==> src/rtl/rf_pkg.sv <==
// Shared constants and command encoding for the 2-read/1-write register file.
// Optional write-through forwarding is enabled by defining RF_BYPASS_EN.
package rf_pkg;

  localparam int DATA_W = 32;
  localparam int ADDR_W = 5;
  localparam int DEPTH  = 2 ** ADDR_W;

  // Command bit positions inside read_or_write.
  localparam int RW_RD_BIT = 1;
  localparam int RW_WR_BIT = 0;

  typedef enum logic [1:0] {
    RW_IDLE  = 2'b00,
    RW_WRITE = 2'b01,
    RW_READ  = 2'b10,
    RW_RDWR  = 2'b11
  } rw_cmd_e;

endpackage

==> src/rtl/rf_read_port.sv <==
// One asynchronous read port: address mux with zero-forcing for reset, read-disable and R0.
// With RF_BYPASS_EN defined, a same-cycle write to the read address is forwarded.
module rf_read_port
  import rf_pkg::*;
(
  input  logic              rst,
  input  logic              rd_en,
  input  logic [ADDR_W-1:0] rd_addr,
  input  logic [DATA_W-1:0] regs [DEPTH],
`ifdef RF_BYPASS_EN
  input  logic              wr_en,
  input  logic [ADDR_W-1:0] wr_addr,
  input  logic [DATA_W-1:0] wr_data,
`endif
  output logic [DATA_W-1:0] rd_data
);

  // NOTE: rd_data gets a default first so every path assigns it and no latch is inferred.
  always_comb begin
    rd_data = '0;
    if (rst && rd_en && (rd_addr != '0)) begin
`ifdef RF_BYPASS_EN
      if (wr_en && (wr_addr == rd_addr)) rd_data = wr_data;
      else                               rd_data = regs[rd_addr];
`else
      rd_data = regs[rd_addr];
`endif
    end
  end

endmodule

==> src/rtl/reg_file_2r1w.sv <==
// 32 x 32-bit register file, two combinational read ports and one clocked write port; R0 reads 0.
// Define RF_BYPASS_EN to forward write_data to a read port reading the address being written.
module reg_file_2r1w
  import rf_pkg::*;
(
  input  logic              clk,
  input  logic              rst,
  input  logic [1:0]        read_or_write,
  input  logic [ADDR_W-1:0] read_addr_1,
  input  logic [ADDR_W-1:0] read_addr_2,
  input  logic [ADDR_W-1:0] write_addr,
  input  logic [DATA_W-1:0] write_data,
  output logic [DATA_W-1:0] read_data_1,
  output logic [DATA_W-1:0] read_data_2
);

  logic [DATA_W-1:0] regs [DEPTH];
  logic              rd_en;
  logic              wr_en;

  assign rd_en = read_or_write[RW_RD_BIT];
  assign wr_en = read_or_write[RW_WR_BIT];

  // NOTE: the whole array is cleared by the asynchronous reset because software expects
  // every register to read 0 after reset; this keeps it in flops rather than a RAM macro.
  // Writes to R0 are dropped, so regs[0] never leaves 0.
  always_ff @(posedge clk or negedge rst) begin
    if (!rst) begin
      for (int i = 0; i < DEPTH; i++) regs[i] <= '0;
    end else if (wr_en && (write_addr != '0)) begin
      regs[write_addr] <= write_data;
    end
  end

  rf_read_port u_rd_port_1 (
    .rst     (rst),
    .rd_en   (rd_en),
    .rd_addr (read_addr_1),
    .regs    (regs),
`ifdef RF_BYPASS_EN
    .wr_en   (wr_en),
    .wr_addr (write_addr),
    .wr_data (write_data),
`endif
    .rd_data (read_data_1)
  );

  rf_read_port u_rd_port_2 (
    .rst     (rst),
    .rd_en   (rd_en),
    .rd_addr (read_addr_2),
    .regs    (regs),
`ifdef RF_BYPASS_EN
    .wr_en   (wr_en),
    .wr_addr (write_addr),
    .wr_data (write_data),
`endif
    .rd_data (read_data_2)
  );

endmodule

==> config.mk <==
export PLATFORM = sky130hd
export DESIGN_NAME = reg_file_2r1w
export DESIGN_NICKNAME = d
export VERILOG_FILES = /design/src/rtl/rf_pkg.sv /design/src/rtl/rf_read_port.sv /design/src/rtl/reg_file_2r1w.sv
export SDC_FILE = /design/constraint.sdc
export NUM_CORES = 2
export LEC_CHECK = 0
export CAP_MARGIN = 20
export CORE_MARGIN = 5
export CORE_UTILIZATION = 52
export DETAILED_ROUTE_END_ITERATION = 16
export GPL_TIMING_DRIVEN = 0
export PLACE_DENSITY_LB_ADDON = 0.1
export SLEW_MARGIN = 20
export SYNTH_ARGS = -nofsm -noshare
export SYNTH_HDL_FRONTEND = slang
export SYNTH_SLANG_ARGS = --single-unit
==> constraint.sdc <==
create_clock -name clk -period 2.5 [get_ports clk]
set_input_delay 0.5 -clock clk [delete_from_list [all_inputs] [get_ports clk]]
set_output_delay 0.5 -clock clk [all_outputs]
set_load 0.1 [all_outputs]
Yosys cells after proc, flatten, opt, wreduce, memory -nomap -nowiden

Index checks and enable logic that the tools add are counted.

Bits in registers: 1024
Output and inout port bits: 64

Order comparisons: 4
Muxes and demuxes: 11
Bitwise operators: 3
Reduce and logical (&&, ||, !) cells: 8

Operators by type and width:

| cell                                                                 | count |
|---|---|
| 1024-bit bitwise mux                                                 | 1 |
| 32-bit binary-select mux with 5-bit select                           | 2 |
| 32-bit two-way mux                                                   | 7 |
| 32-bit demux with 5-bit select                                       | 1 |
| 6-bit >= comparator, second input constant                           | 3 |
| 5-bit NOT with 6-bit output                                          | 3 |
| 5-bit nonzero test                                                   | 3 |
| 6-bit by 1-bit < comparator with 1-bit output, second input constant | 1 |
| 1-bit logical AND                                                    | 5 |

Logic depth before layout (Yosys ltp)

Word-level depth: 6
Depth in mapped cells: 8
Depth with buffers taken out: 4

Cells and area by module

From an unflattened synthesis, not the netlist that was laid out.

Cell total of the unflattened synthesis: 4077
Area, all modules: 55883.6 sq um

Modules (own cells, without submodules):

| module        | instances | cells an instance | area an instance (sq um) |
|---|---|---|---|
| reg_file_2r1w | 1         | 2287              | 38011.5 |
| rf_read_port  | 2         | 895               | 8936.1 |

Least setup slack after synthesis

No wires, ideal clock.

Path type: input to output
From: in read_addr_2[0]
To: out read_data_2[10]
Arrival time: 2.690 ns
Slack: -0.690 ns
Cell stages on the path: 6
Cells stage by stage: buf_2 buf_2 mux4_2 mux2_2 nand2_1 nand4_1

Word-level cells in the longest chain between the ends: 5

RTL lines:

| element                                               | RTL line            | source |
|---|---|---|
| start: declaration                                    | reg_file_2r1w.sv:10 | `input logic [ADDR_W-1:0] read_addr_2,` |
| 5-bit NOT with 6-bit output (implied by the code)     | rf_read_port.sv:26  | `rd_data = regs[rd_addr];` |
| 32-bit binary-select mux with 5-bit select            | rf_read_port.sv:26  |  |
| 32-bit two-way mux (implied by the code) (2 in a row) | rf_read_port.sv:26  |  |
| 32-bit two-way mux (*)                                | rf_read_port.sv:21  | `if (rst && rd_en && (rd_addr != '0)) begin` |
| end: declaration                                      | reg_file_2r1w.sv:14 | `output logic [DATA_W-1:0] read_data_2` |

Mark *: on every way between the ends. The rest lies on a longest branch, timed or not. The select of a mux whose other input is x is not followed.

Final worst setup path

From: reg regs[799] (netlist name)
To: out read_data_1[31]

Word-level cells in the longest chain between the ends: 4

RTL lines:

| element                                               | RTL line            | source |
|---|---|---|
| start: declaration                                    | reg_file_2r1w.sv:17 | `logic [DATA_W-1:0] regs [DEPTH];` |
| start signal: indexed assignment                      | reg_file_2r1w.sv:31 | `regs[write_addr] <= write_data;` |
| 32-bit binary-select mux with 5-bit select            | rf_read_port.sv:26  |  |
| 32-bit two-way mux (implied by the code) (2 in a row) | rf_read_port.sv:26  |  |
| 32-bit two-way mux                                    | rf_read_port.sv:21  |  |
| end: declaration                                      | reg_file_2r1w.sv:13 | `output logic [DATA_W-1:0] read_data_1,` |

No other way between the ends. The select of a mux whose other input is x is not followed.

==> reports/results.ini <==
[critical_path]
crit_slowest_cell = mux4_2
crit_path_max_incr_delay_ps = 470
cp_max_fo = 3
crit_type = reg -> out
startpoint_type = register
critPathArrivalTime_ps = 2610
crit_path_end_kind = output port
reg2reg_from = regs[774]
r2r-end = regs[774]
reg2reg_slack_ps = 1570
cp_num_buf_inv = 1
critPathTopFamily = multiplexers
rr_worst_depth = 2
worstPathCellList = mux4_2 > mux2_4 > nand2_2 > nand4_1 > buf_8
cp_data_required_time_ps = 2000

[finish]
final_cell_mix = dfrtp_1 (1023), mux2_2 (975), mux2i_1 (766)
nNetsFinal = 4541
drive_above_1_share_pct = 41.6
synthToLayoutAreaGrowth_pct = 18.7
largest_reg_flops = 1024
top_register = regs
final_core_util_pct = 62.1
instances_no_fill = 5978
final_common_cell = dfrtp_1
reg_top3 = regs: 1024 flops

[pwr]
p_comb_share_pct = 21.7
clkPwrFrac_pct = 34.0
peakVddDrop_uv = 692
p_leak_nw = 30.3
p_int_mw = 35.4
netSwitchingPower_mw = 15.0
switching_share_pct = 29.7
powerDensity_nw_per_um2 = 771
p_seq_share_pct = 44.3

[synth]
ys_types = 28
netlist_area_um2 = 55100
ys_warn_count = 0
synth_fp_nets = 4265
ys.flop_type = dfrtp_1
syn_avg_cell_area_um2 = 13.1
async_flop_share_pct = 100
ys_ff_latch = 1024
synth_cells = 4214
ys_seq_area_share_pct = 46.5
synth-edff-count = 0

[sta]
finalSetupTns_ps = -30130
finalCritPeriodShare_pct = 124
worstMarginPinSlew_ps = 877
maxSlewViolCount = 0
setup_viol = 126
rsz0062_at_grt = true
layout_setup_ws_ps = -609
hold_viol_final = 0
fin_crit_ps = 3110
whs_ps = 6.53
skew_ps = 0
max_slew_margin_pct = 41.3
fmax_mhz = 322

[drt]
drc = 0
drt_pre_antenna_iters = 8
drtAntennaViolNets = 0
via_count = 40700
drt_wl_total_mm = 210
wl_per_cell_um = 35.1
viasPerCell = 6.81
drt_iter0_drc = 5117

[clocking]
clockBufferDepth = 3
tritoncts = yes
path_clk_slew_ps = 60
clkLatencyLatePin_ps = 720
htreeDepth = 3
cts_buffers = 112
cts.sinks = 1024
clock_tree.root_cell = clkbuf_16

[global_route]
grt_pass1_vias = 40900
grtUsageTotal_pct = 36.6
grt_pass1_wl_mm = 298
grt_max_degree = 136
antenna_found_initial = 6
grt.overflow.total = 0

[place]
io_buffers = 108
dpl.hpwl_mm = 141
dpl_worst_slack_ps = -4000
routabilityCongestion = 0.950
place_inst = 5724

[run_status]
status = complete, but fails checks
violations = setup timing

[floorplan]
dieHeight_um = 335
fp.dieW_um = 335
start_util_pct = 52.3
design.die.area_um2 = 113000
rows = 119
pin_count = 115
core-area_um2 = 105000

[worst_hold_path]
hp-class = in -> async

[run]
max_cap_violations = 0

-- layout make-up --
cell class / instances / area [µm²]
fill: 8224 / 39900
multi-input combinational: 2726 / 28200
sequential: 1024 / 25600
buffer: 460 / 3580
clock buffer: 167 / 3290
timing repair buffer: 166 / 2410
tap: 1391 / 1740
clock inverter: 37 / 438
antenna: 7 / 17.5
-- kinds of logic (layout without fill, tap and decap cells) --
group	count (synthesis)	after routing	share of synthesized area, %
multiplexers	1952	1952	40.8
flip-flops	1024	1024	46.5
buffers and inverters	464	830	3.83
AND/OR/NAND/NOR	390	390	3.63
AO/OA/AOI/OAI	384	384	5.23
other	0	7	0
-- synthesized netlist by cell type (all sizes together) (5+ instances only) --
cell type,n,share of area (%)
a22oi,384,5.2
buf,229,2.2
clkbuf,235,1.6
dfrtp,1024,47
mux2,1056,22
mux2i,768,14
mux4,128,5.2
nand2,78,0.53
nand3,193,1.8
nand4,65,0.74
nor2,16,0.11
nor2b,10,0.11
nor3,5,0.055
nor3b,6,0.091
-- metrics by stage --
stage,area (µm²),power (mW)
floorplan,55500,29.1
global placement,58300,32.0
detailed placement,58600,32.4
CTS,64800,50.0
global route,65300,52.1
finish,65400,50.4
-- power groups by stage --
stage | combinational (mW) | sequential (mW) | clock (mW)
floorplan | 7.54 | 21.6 | 0
global placement | 9.51 | 22.5 | 0
detailed placement | 9.97 | 22.4 | 0
CTS | 10.6 | 22.2 | 17.2
global route | 11.6 | 22.6 | 17.9
finish | 10.9 | 22.3 | 17.1
-- worst register-to-register path, delay by kind of cell (launching register included) --
kind / cells / cell delay (ps)
buffers and inverters: 1 / 150
DFF: 1 / 420
muxes: 1 / 260
-- worst max path at each step --
stage / from / to / slack (ps) / cells past startpoint
after floorplan: read_addr_2[0] / read_data_2[10] / -460 / 6
after global placement: rst / regs[826] / -46580 / 1
after detailed placement: rst / read_data_2[3] / -4000 / 9
after CTS: regs[799] / read_data_1[31] / -620 / 5
after global routing: read_addr_2[0] / read_data_2[10] / -640 / 9
final: regs[799] / read_data_1[31] / -610 / 5
-- timing repair --
action                                  in CTS  in global routing
buffers inserted                            20                 11
gates cloned                                 9                  2
hold endpoints to repair                   204                112
pin swaps                                   75                 42
endpoints found under the setup margin     104                300
hold buffers                                 4                  3
gates resized for setup                   1004                153
-- layer usage --
layer / global-route usage, % / wire length (µm) / vias to the layer above
met5: 0 / 33 / -
met4: 18.6 / 11900 / 6
met3: 11.1 / 22400 / 639
met2: 52.9 / 90300 / 2421
met1: 50.2 / 85100 / 21200
li1: - / - / 16500
(Power assumes the default switching activity.)
